### src/rtl/serial_add_pkg.sv
// Shared types and constants for the serial add/subtract controller.
// Optional feature macro: SERIAL_ADD_OVF_EN (adds the rsp_ovf port).
package serial_add_pkg;

   typedef enum logic [1:0] {
      IDLE = 2'd0,
      RUN  = 2'd1,
      DONE = 2'd2
   } state_t;

   localparam int DEF_WIDTH = 32;
   localparam int DEF_SLICE = 3;

   // Number of slices needed to cover n bits with d bits per slice.
   function automatic int ceil_div(input int n, input int d);
      return (n + d - 1) / d;
   endfunction

endpackage

### src/rtl/slice_adder.sv
// Purely combinational SLICE-bit ripple adder with carry in and carry out.
// With SERIAL_ADD_OVF_EN defined, the per-bit carry chain is also exported
// so the controller can derive signed overflow at the operand MSB.
module slice_adder #(
   parameter int SLICE = 3
) (
   input  logic [SLICE-1:0] a,
   input  logic [SLICE-1:0] b,
   input  logic             cin,
`ifdef SERIAL_ADD_OVF_EN
   output logic [SLICE:0]   carry,
`endif
   output logic [SLICE-1:0] sum,
   output logic             cout
);

   logic [SLICE:0] chain;

   // Ripple the carry bit by bit; chain[i] is the carry into bit i.
   always_comb begin : ripple
      logic c;
      // NOTE: every variable written here is given a value before any branch
      // or loop, so no path leaves it unassigned and no latch is inferred.
      c        = cin;
      chain    = '0;
      sum      = '0;
      chain[0] = cin;
      for (int i = 0; i < SLICE; i++) begin
         sum[i]       = a[i] ^ b[i] ^ c;
         c            = (a[i] & b[i]) | (c & (a[i] ^ b[i]));
         chain[i + 1] = c;
      end
   end

   assign cout = chain[SLICE];

`ifdef SERIAL_ADD_OVF_EN
   assign carry = chain;
`endif

endmodule

### src/rtl/serial_add_ctrl.sv
// Multi-cycle WIDTH-bit add/subtract built around one SLICE-bit adder slice,
// processed least-significant slice first with a registered carry.
// Request/response handshake; result held until the consumer takes it.
// Optional feature macro: SERIAL_ADD_OVF_EN (adds rsp_ovf, signed overflow).
module serial_add_ctrl
   import serial_add_pkg::*;
#(
   parameter int WIDTH = DEF_WIDTH,
   parameter int SLICE = DEF_SLICE
) (
   input  logic             clk,
   input  logic             rst_n,
   input  logic             req_valid,
   output logic             req_ready,
   input  logic [WIDTH-1:0] req_a,
   input  logic [WIDTH-1:0] req_b,
   input  logic             req_sub,
   output logic             rsp_valid,
   input  logic             rsp_ready,
   output logic [WIDTH-1:0] rsp_sum,
   output logic             rsp_cout,
   output logic             busy
`ifdef SERIAL_ADD_OVF_EN
  ,output logic             rsp_ovf
`endif
);

   localparam int NSLICE = ceil_div(WIDTH, SLICE);
   localparam int PW     = NSLICE * SLICE;   // padded operand width
   localparam int KW     = (NSLICE > 1) ? $clog2(NSLICE) : 1;
   localparam logic [KW-1:0] K_LAST = KW'(NSLICE - 1);

   state_t            state_q, state_d;
   logic              accept, advance, retire;
   logic              last_slice;
   logic [KW-1:0]     k_q;
   logic              carry_q;
   logic [PW-1:0]     a_q, b_q, sum_q;
   logic [WIDTH-1:0]  b_eff;
   logic [SLICE-1:0]  a_slice, b_slice, s_slice;
   logic              s_cout;

   assign last_slice = (k_q == K_LAST);
   assign b_eff      = req_sub ? ~req_b : req_b;
   assign a_slice    = a_q[k_q * SLICE +: SLICE];
   assign b_slice    = b_q[k_q * SLICE +: SLICE];

`ifdef SERIAL_ADD_OVF_EN
   localparam logic [KW-1:0] K_MSB = KW'((WIDTH - 1) / SLICE);
   localparam int            P_MSB = (WIDTH - 1) % SLICE;
   logic [SLICE:0] s_carry;
   logic           ovf_q;
`endif

   slice_adder #(.SLICE(SLICE)) u_slice (
      .a     (a_slice),
      .b     (b_slice),
      .cin   (carry_q),
`ifdef SERIAL_ADD_OVF_EN
      .carry (s_carry),
`endif
      .sum   (s_slice),
      .cout  (s_cout)
   );

   // State register.
   always_ff @(posedge clk or negedge rst_n) begin
      // NOTE: sequential state uses non-blocking assignments so every
      // register samples pre-edge values regardless of block ordering.
      if (!rst_n) state_q <= IDLE;
      else        state_q <= state_d;
   end

   // Next-state logic and handshake strobes.
   always_comb begin
      state_d   = state_q;
      req_ready = 1'b0;
      rsp_valid = 1'b0;
      busy      = 1'b0;
      accept    = 1'b0;
      advance   = 1'b0;
      retire    = 1'b0;
      case (state_q)
         IDLE: begin
            req_ready = 1'b1;
            if (req_valid) begin
               accept  = 1'b1;
               state_d = RUN;
            end
         end
         RUN: begin
            busy    = 1'b1;
            advance = 1'b1;
            if (last_slice) state_d = DONE;
         end
         DONE: begin
            busy      = 1'b1;
            rsp_valid = 1'b1;
            if (rsp_ready) begin
               retire  = 1'b1;
               state_d = IDLE;
            end
         end
         default: state_d = IDLE;
      endcase
   end

   // Operand capture, one slice per RUN cycle, result clear on hand-off.
   always_ff @(posedge clk or negedge rst_n) begin
      // NOTE: operand and result registers are reset too, so an aborted
      // operation can never leak partial results onto rsp_sum.
      if (!rst_n) begin
         a_q     <= '0;
         b_q     <= '0;
         sum_q   <= '0;
         carry_q <= 1'b0;
         k_q     <= '0;
      end else if (accept) begin
         // Zero-pad after inversion so pad bits of B' stay 0.
         a_q     <= PW'(req_a);
         b_q     <= PW'(b_eff);
         carry_q <= req_sub;
         k_q     <= '0;
      end else if (advance) begin
         sum_q[k_q * SLICE +: SLICE] <= s_slice;
         carry_q                     <= s_cout;
         k_q                         <= last_slice ? '0 : k_q + 1'b1;
      end else if (retire) begin
         sum_q   <= '0;
         carry_q <= 1'b0;
      end
   end

   assign rsp_sum = sum_q[WIDTH-1:0];

   // Carry out of bit WIDTH-1: a pad sum bit if padding exists, else the
   // final slice carry.
   generate
      if (PW > WIDTH) begin : g_cout_pad
         assign rsp_cout = sum_q[WIDTH];
      end else begin : g_cout_carry
         assign rsp_cout = carry_q;
      end
   endgenerate

`ifdef SERIAL_ADD_OVF_EN
   // Capture signed overflow while the slice holding the MSB is processed.
   always_ff @(posedge clk or negedge rst_n) begin
      if (!rst_n) begin
         ovf_q <= 1'b0;
      end else if (advance && (k_q == K_MSB)) begin
         ovf_q <= s_carry[P_MSB] ^ s_carry[P_MSB + 1];
      end else if (accept || retire) begin
         ovf_q <= 1'b0;
      end
   end

   assign rsp_ovf = ovf_q;
`endif

endmodule

### config.mk
export PLATFORM = sky130hd
export DESIGN_NAME = serial_add_ctrl
export DESIGN_NICKNAME = d
export VERILOG_FILES = /design/src/rtl/serial_add_pkg.sv /design/src/rtl/slice_adder.sv /design/src/rtl/serial_add_ctrl.sv
export SDC_FILE = /design/constraint.sdc
export NUM_CORES = 1
export LEC_CHECK = 0
export CAP_MARGIN = 20
export CORE_ASPECT_RATIO = 1.5
export CORE_MARGIN = 5
export CORE_UTILIZATION = 28
export DETAILED_ROUTE_END_ITERATION = 16
export PLACE_DENSITY_LB_ADDON = 0.15
export SYNTH_ARGS = -nofsm -noshare
export SYNTH_HDL_FRONTEND = slang
export SYNTH_SLANG_ARGS = --single-unit
### constraint.sdc
create_clock -name clk -period 4.2 [get_ports clk]
set_clock_uncertainty 0.15 [all_clocks]
set_input_delay 0.84 -clock clk [delete_from_list [all_inputs] [get_ports clk]]
set_output_delay 0.84 -clock clk [all_outputs]
set_load 0.05 [all_outputs]
### Word level (Yosys, flattened, before mapping)

Cells that the tools add are included.

| cells by class | value |
|---|---|
| add/subtract/negate cells | 2 |
| multiply operators | 1 |
| equal/unequal tests | 6 |
| shift-type cells | 4 |
| multiplexer cells | 22 |
| bitwise operators | 17 |
| reductions and logical operators | 7 |

Operators by type and width:

| cell | number |
|---|---|
| 33-bit 2-to-1 mux | 2 |
| 33-bit by 7-bit variable part select with 3-bit output | 2 |
| 6-bit negator with 34-bit output | 1 |
| 3-bit by 34-bit variable shift with 33-bit output, first input constant | 1 |
| 3-bit by 34-bit variable part select with 33-bit output | 1 |
| 33-bit bitwise mux | 1 |
| 32-bit 2-to-1 mux | 1 |
| 32-bit NOT | 1 |
| 4-bit 2-to-1 mux | 3 |
| 1-bit 2-to-1 mux | 11 |
| 1-bit bitwise AND | 6 |
| 4-bit by 2-bit multiplier with 6-bit output, second input constant | 1 |
| 2-bit 2-to-1 mux | 3 |
| 2-bit != test, second input constant | 3 |
| 2-bit case mux with 3 select lines | 1 |
| 1-bit XOR | 6 |
| 4-bit by 1-bit adder with 4-bit output, second input constant | 1 |
| 4-bit == test, second input constant | 1 |
| 2-bit nonzero test | 2 |
| 1-bit OR | 3 |
| 3-bit AND reduction | 1 |
| 3-bit nonzero test | 1 |
| 2-bit by 1-bit == test with 1-bit output, second input constant | 1 |
| 2-bit == test, second input constant | 1 |
| 4 further kinds | 4 |

| word-level totals | value |
|---|---|
| bits in registers | 104 |
| input port bits | 69 |
| output and inout port bits | 36 |
| logic and storage cells | 65 |

### Longest topological paths before layout

Gate-level depths: netlist of run 1.

| depth | value |
|---|---|
| depth in word-level cells | 11 |
| gate-level depth with buffers | 14 |
| depth with buffers taken out | 11 |

### Modules after synthesis

From an unflattened synthesis of run 1, not the netlist that was laid out.

| unflattened totals | value |
|---|---|
| cells, all modules | 584 |
| area, all modules | 5,755.5 µm² |

By module, submodules not included:

| module | instances | cells an instance | area an instance (µm²) | seq. area each (µm²) |
|---|---|---|---|---|
| serial_add_ctrl | 1 | 571 | 5,657.9 | 2,602.5 |
| slice_adder | 1 | 13 | 97.6 | 0.0 |

### Worst setup path after synthesis of run 1

Ideal clock, no wire load.

| timing path | value |
|---|---|
| path kind | flip-flop to flip-flop |
| start point | register k_q[0] |
| end point | register sum_q[5] |
| library setup time | 0.066 ns |
| data arrival time | 3.473 ns |
| required time | 3.984 ns |
| path slack | 0.511 ns |
| cell stages (with the launch flop) | 14 |
| path buffers | 3 |
| path through | dfrtp_1 -> buf_6 -> clkbuf_1 -> mux4_2 -> mux2i_1 -> o22ai_1 -> fa_1 -> inv_1 -> fa_1 -> fa_1 -> or2_2 -> clkbuf_1 -> nor3b_1 -> mux2_4 |

| on the way | value |
|---|---|
| word-level cells in the longest chain between the ends | 11 |

Ends and longest elaborated chain:

| element | RTL line | source |
|---|---|---|
| start, declared | serial_add_ctrl.sv:36 | `logic [KW-1:0] k_q;` |
| start signal, assigned | serial_add_ctrl.sv:127 | `k_q <= last_slice ? '0 : k_q + 1'b1;` |
| 4-bit by 2-bit multiplier with 6-bit output (*) | serial_add_ctrl.sv:45, serial_add_ctrl.sv:46, serial_add_ctrl.sv:125 |  |
| 33-bit by 7-bit variable part select with 3-bit output, on equally long branches | serial_add_ctrl.sv:45, serial_add_ctrl.sv:46 |  |
| 1-bit XOR | slice_adder.sv:29, slice_adder.sv:30 |  |
| 1-bit bitwise AND | slice_adder.sv:30 | `c = (a[i] & b[i]) \| (c & (a[i] ^ b[i]));` |
| 1-bit OR | slice_adder.sv:30 |  |
| 1-bit bitwise AND | slice_adder.sv:30 |  |
| 1-bit OR | slice_adder.sv:30 |  |
| 1-bit XOR | slice_adder.sv:29 | `sum[i] = a[i] ^ b[i] ^ c;` |
| 3-bit by 34-bit variable part select with 33-bit output | serial_add_ctrl.sv:125 | `sum_q[k_q * SLICE +: SLICE] <= s_slice;` |
| 33-bit bitwise mux (*) | serial_add_ctrl.sv:125 |  |
| 33-bit 2-to-1 mux (*) | serial_add_ctrl.sv:124 | `end else if (advance) begin` |
| end signal, assigned by index | serial_add_ctrl.sv:125 |  |
| end, declared | serial_add_ctrl.sv:38 | `logic [PW-1:0] a_q, b_q, sum_q;` |

Mark *: on every way between the ends. The rest lies on a longest branch, timed or not.
A chain may end at the register's enable or synchronous reset.

### Worst setup path in the final report of run 1

Same ends and word-level chain as after synthesis.

==> flow_metrics.env, run 1 <==
export IMPL_outcome="complete, no violations"
export IMPL_grt_pass1_vias=4437
export IMPL_ys_seq_elements=104
export IMPL_cts_setup_buffers=0
export IMPL_drv_slew=0
export IMPL_tns_ns=0
export IMPL_die_area_um2=22600
export IMPL_vias_per_cell=4.55
export IMPL_layout_cell_area_non_filler_um2=7110
export IMPL_yosysUniqueCellTypes=47
export IMPL_cts_tree="done"
export IMPL_syn_inst=554
export IMPL_criticalPathCategory="reg -> reg"
export IMPL_layout_min_cycle_time_ns=3.72
export IMPL_synth_top_family_by_area="simple AND/OR/NAND/NOR gates"
export IMPL_die_h_um=182
export IMPL_root_buffer="clkbuf_16"
export IMPL_syn_cell_area_um2=5500
export IMPL_clkLatencyLatePin_ns=0.35
export IMPL_firstDrtPassIters=4
export IMPL_finalWirelength_mm=13.9
export IMPL_grt_overflow=0
export IMPL_clockBufferDepth=2
export IMPL_nNetsFinal=727
export IMPL_cp_max_fo=9
export IMPL_rsz0062_at_grt="false"
export IMPL_synth_xor_area_share_pct=5.10
export IMPL_crit_top_cell="fa_1"
export IMPL_row_count=62
export IMPL_cap_violations=0
export IMPL_wire_per_inst_um=15.4
export IMPL_vias=4131
export IMPL_core_area_um2=19200
export IMPL_die_x_um=124
export IMPL_timing_hold_ws_ns=0.329
export IMPL_gp_congestion=0.787
export IMPL_crit_path_cell_trace="inv_1, nor2_1, a21oi_1, o22ai_1, fa_1, inv_1, fa_1, fa_1, or2_2, nor3b_1, mux2_4"
export IMPL_synth_nets=634
export IMPL_worst_pin_slew_ns=0.883
export IMPL_pre_cts_slack_ns=0.465
export IMPL_synthSimpleGateAreaFrac_pct=18.2
export IMPL_holdBufCountCts=0
export IMPL_area_growth_syn_to_layout_pct=29.3
export IMPL_hpwl_mm=10.8
export IMPL_endpoint_kind="flip-flop"
export IMPL_cp_slowest_cell="dfrtp_1"
export IMPL_port_buffers=104
export IMPL_cp_top_family="adder cells"
export IMPL_cts_resized=0
export IMPL_ys_seq_area_share_pct=47.4
export IMPL_diodes=0
export IMPL_hold_path_class="reg -> reg"
export IMPL_p_per_area_nw_per_um2=687
export IMPL_synth_adder_area_share_pct=2.91
export IMPL_power_leakage_nw=2.99
export IMPL_path_buf_inv=2
export IMPL_clkTransAtPathRegs_ns=0.07
export IMPL_hold_viol_final=0
export IMPL_ir_drop_uv=329
export IMPL_muxShareOfSynthArea_pct=12.6
export IMPL_crit_path_max_incr_delay_ns=0.65
export IMPL_synth_top_area_cell="dfrtp_1"
export IMPL_syn_area_per_cell_um2=9.92
export IMPL_antenna_found_initial=0
export IMPL_cp_start_kind="flip-flop"
export IMPL_dpl_cell_area_um2=6790
export IMPL_synth_top_area_share_pct=47.4
export IMPL_finalCritPeriodShare_pct=88.5
export IMPL_ios=105
export IMPL_clock_fmax_mhz=269
export IMPL_synth_area_top_cells="dfrtp_1 (47%), nand2_1 (10%), xnor2_1 (5.1%), mux4_2 (4.9%), o21ai_0 (3.6%)"
export IMPL_grt_use_total_pct=12.7
export IMPL_synth_compound_area_share_pct=10.1
export IMPL_fin_ws_ns=0.482
export IMPL_yosysWarningCount=0
export IMPL_crit_required_ns=4.34
export IMPL_grt_max_degree=93
export IMPL_setup_viol=0
export IMPL_cts_buffers=9
export IMPL_antenna_left=0
export IMPL_arrival_ns=3.86
export IMPL_initial_core_util_pct=28.6
export IMPL_layout_cells_non_filler=908
export IMPL_grt_pass1_wl_mm=23.3
export IMPL_drive_gt1_share_pct=12.1
export IMPL_cts_max_level=3
export IMPL_drcViolationCount=0
export IMPL_numClockSinks=104
export IMPL_place_inst=892
export IMPL_slew_headroom_pct=41.1
export IMPL_first_iter_violations=152
-- final cells by class --
type	instances	area [um^2]
multi-input combinational	404	2700
tap	256	320
clock inverter	6	73.8
inverter	12	45.0
clock buffer	10	239
timing repair buffer	116	1120
fill	2042	12100
sequential	104	2600
-- logic make-up (layout without fill, tap and decap cells) --
family                     Yosys count  in the layout
buffers and inverters               46            144
and+or+nand+nor                    227            227
adders and majority gates           11             11
AOI/OAI and AO/OA                   86             86
xor gates and xnor gates            32             32
muxes                               48             48
DFF                                104            104
-- synth_stat cells, drive strengths merged --
cell type	count
o21ai	47
nor3	13
clkbuf	23
o21a	1
o22ai	6
dfrtp	104
ha	8
fa	3
or2	4
mux2	24
o22a	5
or3	1
a22o	3
nand3	18
mux4	12
a31oi	3
a21oi	9
nor2	19
nand3b	1
and2	3
nor3b	10
a31o	2
a22oi	2
nand4	2
mux2i	12
inv	12
nand2b	5
xnor2	32
or4	1
buf	11
nand4b	1
o211ai	8
nand2	149
-- report_power, final --
group          leakage, nW  internal [W]  total (W)  switching, W
combinational         1.50      0.000974    0.00240       0.00142
sequential            1.34       0.00136    0.00162      0.000261
clock                0.154      0.000486   0.000870      0.000384
total                 2.99       0.00282    0.00488       0.00207
-- through the flow --
step                total power [W]  util, %
floorplan                   0.00338        -
global placement            0.00406     35.3
CTS                         0.00498     36.9
detailed placement          0.00410     35.3
finish                      0.00488     36.9
global route                0.00530     36.9
-- worst min-delay path: stages (launching register included) --
cell,delay (ns)
dfrtp_1,0.34
nand2_1,0.05
o21ai_0,0.06
-- path summary, 6_finish.rpt --
kind,cells past startpoint,startpoint,slack (ns),end
setup / recovery,11,k_q[0],0.48,sum_q[5]
hold / removal,2,b_q[2],0.33,b_q[2]
setup reg to reg,11,k_q[0],0.48,sum_q[5]
hold reg to reg,2,b_q[2],0.33,b_q[2]
max in group asynchronous,2,rst_n,2.58,sum_q[0]
min in group asynchronous,1,rst_n,0.44,sum_q[28]
-- flip-flops by register name, summed over array words and instances, names as in the netlist --
register / flops
a_q: 32
state_q: 2
k_q: 4
carry_q: 1
sum_q: 33
b_q: 32
-- layer usage --
metal	global-route usage (%)	vias to the layer above	part of all wire [%]	wire [um]
li1	-	2071	-	-
met1	14.6	1974	40	5600
met2	23.7	70	56	7770
met3	2.23	16	2.6	356
met4	4.04	0	1.6	223
met5	0	-	0	0
-- cells in the final DEF, fill, tap and decap left out, drive strengths merged --
cell type      synthesis  final
clkbuf                23     10
and2                   3      3
a21oi                  9      9
dfrtp                104    104
o22a                   5      5
ha                     8      8
o22ai                  6      6
mux2i                 12     12
a31o                   2      2
nand3                 18     18
a22o                   3      3
clkdlybuf4s50          0    102
nor2                  19     19
or3                    1      1
xnor2                 32     32
or4                    1      1
nand2b                 5      5
a31oi                  3      3
nor3b                 10     10
o21a                   1      1
a22oi                  2      2
clkinv                 0      3
buf                   11     14
or2                    4      4
nor3                  13     13
fa                     3      3
o21ai                 47     47
bufinv                 0      1
nand4                  2      2
inv                   12     14
nand3b                 1      1
nand4b                 1      1
o211ai                 8      8
nand2                149    149
mux2                  24     24
mux4                  12     12
(Power assumes the default switching activity.)
==> run 2, diff against run 1 <==
Settings changed: CAP_MARGIN 20 to not set.
==> results of run 2 <==
Same layout as run 1: the final DEF is identical, and so are final timing and power.
